`config.mk`:
```
export PLATFORM = sky130hd
export DESIGN_NAME = vec_add_sched_flat
export DESIGN_NICKNAME = d
export VERILOG_FILES = /design/src/rtl/vec_add_sched_if.sv /design/src/rtl/vec_add_sched.sv /design/src/flat_wrapper.sv
export SDC_FILE = /design/constraint.sdc
export NUM_CORES = 1
export LEC_CHECK = 0
export CAP_MARGIN = 20
export CORE_MARGIN = 5
export CORE_UTILIZATION = 46
export CTS_BUF_LIST = sky130_fd_sc_hd__clkbuf_4 sky130_fd_sc_hd__clkbuf_8
export CTS_CLUSTER_SIZE = 8
export DETAILED_ROUTE_END_ITERATION = 12
export GPL_TIMING_DRIVEN = 0
export PLACE_DENSITY_LB_ADDON = 0.08
export SLEW_MARGIN = 20
export SYNTH_ARGS = -nofsm -noshare
export SYNTH_HDL_FRONTEND = slang
export SYNTH_SLANG_ARGS = --single-unit
```
`constraint.sdc`:
```
create_clock -name clk -period 1.84 [get_ports clk]
set_input_delay 0.276 -clock clk [delete_from_list [all_inputs] [get_ports clk]]
set_output_delay 0.276 -clock clk [all_outputs]
set_load 0.005 [all_outputs]
```
`src/rtl/vec_add_sched_if.sv`:
```
// Operand/result handshake bundle for vec_add_sched.
// The slave side is the adder block; the master side is the producer/consumer.
interface vec_add_sched_if #(
    parameter int unsigned W     = 16,
    parameter int unsigned LANES = 5
);
    localparam int unsigned IdxW = (LANES > 1) ? $clog2(LANES) : 1;

    logic                 in_valid;
    logic                 in_ready;
    logic [W-1:0]         in_a;
    logic [W-1:0]         in_b;
    logic                 out_valid;
    logic                 out_ready;
    logic [LANES*W-1:0]   out_data;
    logic [LANES-1:0]     out_ovf;
    logic [IdxW-1:0]      lane_idx;

    modport master (
        output in_valid, in_a, in_b, out_ready,
        input  in_ready, out_valid, out_data, out_ovf, lane_idx
    );

    modport slave (
        input  in_valid, in_a, in_b, out_ready,
        output in_ready, out_valid, out_data, out_ovf, lane_idx
    );
endinterface

```
`src/rtl/vec_add_sched.sv`:
```
// Time-shared W-bit adder packing LANES sums into one result vector.
// Optional macro VEC_ADD_SAT_EN clamps overflowing lane sums to all-ones.
module vec_add_sched #(
    parameter int unsigned W     = 16,
    parameter int unsigned LANES = 5
) (
    input  logic            clk,
    input  logic            rst_n,
    vec_add_sched_if.slave  bus
);
    localparam int unsigned IdxW = (LANES > 1) ? $clog2(LANES) : 1;

    typedef enum logic [1:0] {StIdle, StFill, StHold} state_e;

    state_e               r_state;
    logic                 r_in_ready;
    logic                 r_out_valid;
    logic [LANES*W-1:0]   r_data;
    logic [LANES-1:0]     r_ovf;
    logic [IdxW-1:0]      r_idx;

    logic                 w_hs;
    logic                 w_last;
    logic [W:0]           w_sum;
    logic                 w_carry;
    logic [W-1:0]         w_lane;

    assign w_hs    = bus.in_valid & r_in_ready;
    assign w_last  = (r_idx == IdxW'(LANES - 1));
    assign w_sum   = {1'b0, bus.in_a} + {1'b0, bus.in_b};
    assign w_carry = w_sum[W];

`ifdef VEC_ADD_SAT_EN
    assign w_lane = w_carry ? {W{1'b1}} : w_sum[W-1:0];
`else
    assign w_lane = w_sum[W-1:0];
`endif

    // r_idx is 0 in StIdle, so Idle and Fill share the lane-write path.
    always_ff @(posedge clk or negedge rst_n) begin
        if (!rst_n) begin
            r_state     <= StIdle;
            r_in_ready  <= 1'b1;
            r_out_valid <= 1'b0;
            r_data      <= '0;
            r_ovf       <= '0;
            r_idx       <= '0;
        end else begin
            case (r_state)
                StIdle, StFill: begin
                    if (w_hs) begin
                        for (int unsigned k = 0; k < LANES; k++) begin
                            if (r_idx == IdxW'(k)) begin
                                r_data[(LANES-1-k)*W +: W] <= w_lane;
                                r_ovf[LANES-1-k]           <= w_carry;
                            end
                        end
                        if (w_last) begin
                            r_state     <= StHold;
                            r_idx       <= '0;
                            r_in_ready  <= 1'b0;
                            r_out_valid <= 1'b1;
                        end else begin
                            r_state <= StFill;
                            r_idx   <= r_idx + IdxW'(1);
                        end
                    end
                end
                StHold: begin
                    if (bus.out_ready) begin
                        r_state     <= StIdle;
                        r_out_valid <= 1'b0;
                        r_in_ready  <= 1'b1;
                    end
                end
                default: begin
                    r_state     <= StIdle;
                    r_in_ready  <= 1'b1;
                    r_out_valid <= 1'b0;
                    r_idx       <= '0;
                end
            endcase
        end
    end

    assign bus.in_ready  = r_in_ready;
    assign bus.out_valid = r_out_valid;
    assign bus.out_data  = r_data;
    assign bus.out_ovf   = r_ovf;
    assign bus.lane_idx  = r_idx;
endmodule

```
`src/flat_wrapper.sv`:
```
// flat-port wrapper written by rule: the top's interface ports become plain ports
module vec_add_sched_flat 
#(
    parameter int unsigned W     = 16,
    parameter int unsigned LANES = 5
)
  (clk, rst_n, bus_in_valid, bus_in_a, bus_in_b, bus_out_ready, bus_in_ready, bus_out_valid, bus_out_data, bus_out_ovf, bus_lane_idx);
  vec_add_sched_if #(.W(W), .LANES(LANES)) bus_i ();
  input  logic clk;
  input  logic rst_n;
  input wire logic [$bits(bus_i.in_valid)-1:0] bus_in_valid;
  input wire logic [$bits(bus_i.in_a)-1:0] bus_in_a;
  input wire logic [$bits(bus_i.in_b)-1:0] bus_in_b;
  input wire logic [$bits(bus_i.out_ready)-1:0] bus_out_ready;
  output wire logic [$bits(bus_i.in_ready)-1:0] bus_in_ready;
  output wire logic [$bits(bus_i.out_valid)-1:0] bus_out_valid;
  output wire logic [$bits(bus_i.out_data)-1:0] bus_out_data;
  output wire logic [$bits(bus_i.out_ovf)-1:0] bus_out_ovf;
  output wire logic [$bits(bus_i.lane_idx)-1:0] bus_lane_idx;
  assign bus_i.in_valid = bus_in_valid;
  assign bus_i.in_a = bus_in_a;
  assign bus_i.in_b = bus_in_b;
  assign bus_i.out_ready = bus_out_ready;
  assign bus_in_ready = bus_i.in_ready;
  assign bus_out_valid = bus_i.out_valid;
  assign bus_out_data = bus_i.out_data;
  assign bus_out_ovf = bus_i.out_ovf;
  assign bus_lane_idx = bus_i.lane_idx;
  vec_add_sched #(.W(W), .LANES(LANES)) u_core (.clk(clk), .rst_n(rst_n), .bus(bus_i));
endmodule
```
==> results.md <==
- MaxCap Viol Count: 0
- CORE AREA: 10200 um2
- RSZ-0062 raised after global routing: true
- Yosys reg bits: 92
- Worst Path Required: about 2.1 ns
- Commonest non-fill, non-tap cell in the layout: nand2_1
- Final slew viol count: 0
- Clk sinks: 92
- Min-delay worst type: primary input to flop
- Via density: 5.87
- Skew final: between 0.007 and 0.008 ns
- Number of synthesized flops with an enable pin: 0
- Final #Nets: 761
- Syn_area_per_cell: 9.11 um2
- Hold Fails Final Rpt: 0
- Worst hold slack: ~0.26 ns
- Ys flop type: dfrtp_1
- Ranking of synthesized cells by area: dfrtp_1 (48%), nand2_1 (10%), o21ai_0 (5.9%)
- Final GP Congestion: 0.903
- P per Cell Area: 598 nW/um2
- CTS tree: built
- CTS root buf: clkbuf_8
- Seq/Total Area, Yosys: 48.1%
- Slew HR: 61.2%
- Setup ws final: -0.163 ns
- Num rows: 37
- Synth warn: 0
- Total die area: 12600 um2
- Worst setup EP type: flop
- Routed Antenna Nets: 0
- Share of cells above drive strength 1: 26.1%
- Num CTS Buffers: 9
- Most frequent cells in the layout: nand2_1 (122), clkdlybuf4s50_1 (96), dfrtp_1 (90)
- Routed length per placed instance: between 15 and 20 um
- Cell taking the most area after synthesis: dfrtp_1
- Area growth, synth to finish: 56.5%
- Hold endpoint: u_core.bus.out_data[0]
- Worst Path Class, Setup: primary input to flop
- Io pins: 126
- Largest net degree at the start of global routing: 53
- Syn Nets: roughly 600
- Via count: 4952
- Initial drt markers: 412
- Detailed Route WL: 16800 um
- Clock Tree Buf Depth: 2
- Fmax achieved: 499 MHz
- First-pass GRT wire length: 24900 um
- Gr usage total: 24.6%
- Hold path startpoint: bus_in_a[0]
- Initial antenna violation count: 0
- Die Wd: 112 um
- CP Launch Type: primary input
- R2R Path Start: u_core.bus.in_ready
- Cells after Synth: 526
- Outcome: finished with violations
- Vias in the first global route: around 4900
- Reg clk slew, reported paths: 0.10 ns
- Mapped Area: 4790 um2
- Clock insertion delay at the later pin of the skew report: about 0.37 ns
- Failing checks: setup timing
- RR Endpoint: u_core.bus.out_data[46]
- Remaining global-route overflow: 0
- H-tree depth: 3
- 1st-pass router iterations: 5
- Post-synth top area share: 47.5%
- Measured slew at the worst slew-check pin: 0.583 ns
- Hold Path Depth: 4
- Inserted Diodes: 0
- Final core utilization: 73.3%
- Dpl ws: -1.01 ns
- DRC: 0
- Synth unique cells: 58
- Reg2Reg Setup Slack: -0.11 ns
- DIE HEIGHT: about 110 um
- Maximum VDD drop: 326 uV
- P_leak: roughly 3.3 nW
- Starting Density: 46.8%
- Crit. Startpoint: bus_in_b[0]
- Post-DP HPWL: 11000 um
- Async SR Flop Fraction: 100%
- Port bufs: 125
- Ratio of final minimum period to clock period: 109%
- Final min period: 2.00 ns
- WP data arrival: 2.26 ns
- Crit-path max FO: 4
- R2R depth: 4
- Setup Viol. Count Final: 31
through the flow:
step                      instances  setup TNS [ns]  power [mW]  area [um2]
final                           844           -1.41        4.49        7500
after global routing            844           -2.87        4.64        7500
after CTS                       829           -1.03        4.32        7080
after detailed placement        788          -57.19        2.68        6290
after global placement          787         -307.09        2.67        6270
after floorplan                 526           -1.27        2.43        4840
routing by layer:
metal  GRT usage [%]  vias up  share of wire [%]
met1            31.6     2384                 40
li1                -     2246                  -
met5               0        -                  0
met4            10.6        0                3.4
met2            41.1      263                 50
met3            4.20       59                7.3
Yosys cell counts (all sizes together), types with 3 or more instances:
library cell	instances
nor2	24
a211oi	4
nand4	7
xnor2	4
a222oi	4
inv	5
a21o	7
o31a	3
a21boi	5
and4	3
nand2	132
a21oi	22
nand3	16
buf	8
ha	21
o31ai	25
o311a	4
nor4	3
nor3	14
o21ai	58
and3b	3
and2	4
clkbuf	21
dfrtp	91
o211ai	3
or3b	3
cell families (layout without fill, tap and decap cells):
logic type | Yosys count | in the layout | share of synthesized area, %
adders and majority gates | 22 | 22 | 5.90
AOI/OAI and AO/OA | 147 | 147 | 20.4
xor gates and xnor gates | 6 | 6 | 1.10
muxes | 1 | 1 | 0.209
and+or+nand+nor | 224 | 224 | 21.5
DFF | 92 | 92 | 48.1
buffers and inverters | 34 | 216 | 2.85
layout make-up:
type	count	area [um2]
clock buffers	9	124
clock inverters	7	80.1
flip-flops and latches	92	2300
fillers	759	2740
repair buffers	173	1640
plain buffers	22	153
inverters	5	18.8
multi-input cells	400	3010
well taps	136	170
critical path, cell delays in order:
cell      delay [ns]
buf_6           0.10
ha_4            0.15
fa_2            0.36
a21o_1          0.21
a221oi_4        0.38
nor2_4          0.09
a222oi_1        0.28
or3b_1          0.40
report_power, final:
group,switching [mW],internal (mW),leakage [nW]
sequential,0,2.02,1.27
combinational,0.594,0.433,1.92
clock,0.788,0.650,0.103
worst max-delay path by stage:
stage	end	depth (start not counted)
after detailed placement	u_core.bus.out_data[40]	8
after CTS	u_core.bus.out_data[46]	8
after global placement	u_core.bus.out_data[64]	1
final	u_core.bus.out_data[46]	8
after global routing	u_core.bus.out_data[46]	8
after floorplan	u_core.bus.out_data[78]	7
repair_timing:
item | 4_1_cts | 5_1_grt
pin swaps | 47 | 51
buffers inserted | 31 | 17
setup endpoints to repair | 86 | 68
endpoints found under the hold margin | 39 | 0
hold buffers | 1 | 0
cloned | 0 | 0
resized for setup | 139 | 103
flip-flops by register name (all words and copies together) (netlist names):
signal,cells
u_core.bus.in_ready,1
u_core.bus.out_valid,1
u_core.bus.lane_idx,3
u_core.r_state,2
u_core.bus.out_data,80
u_core.bus.out_ovf,5
Power figures use the tool's default switching activity.
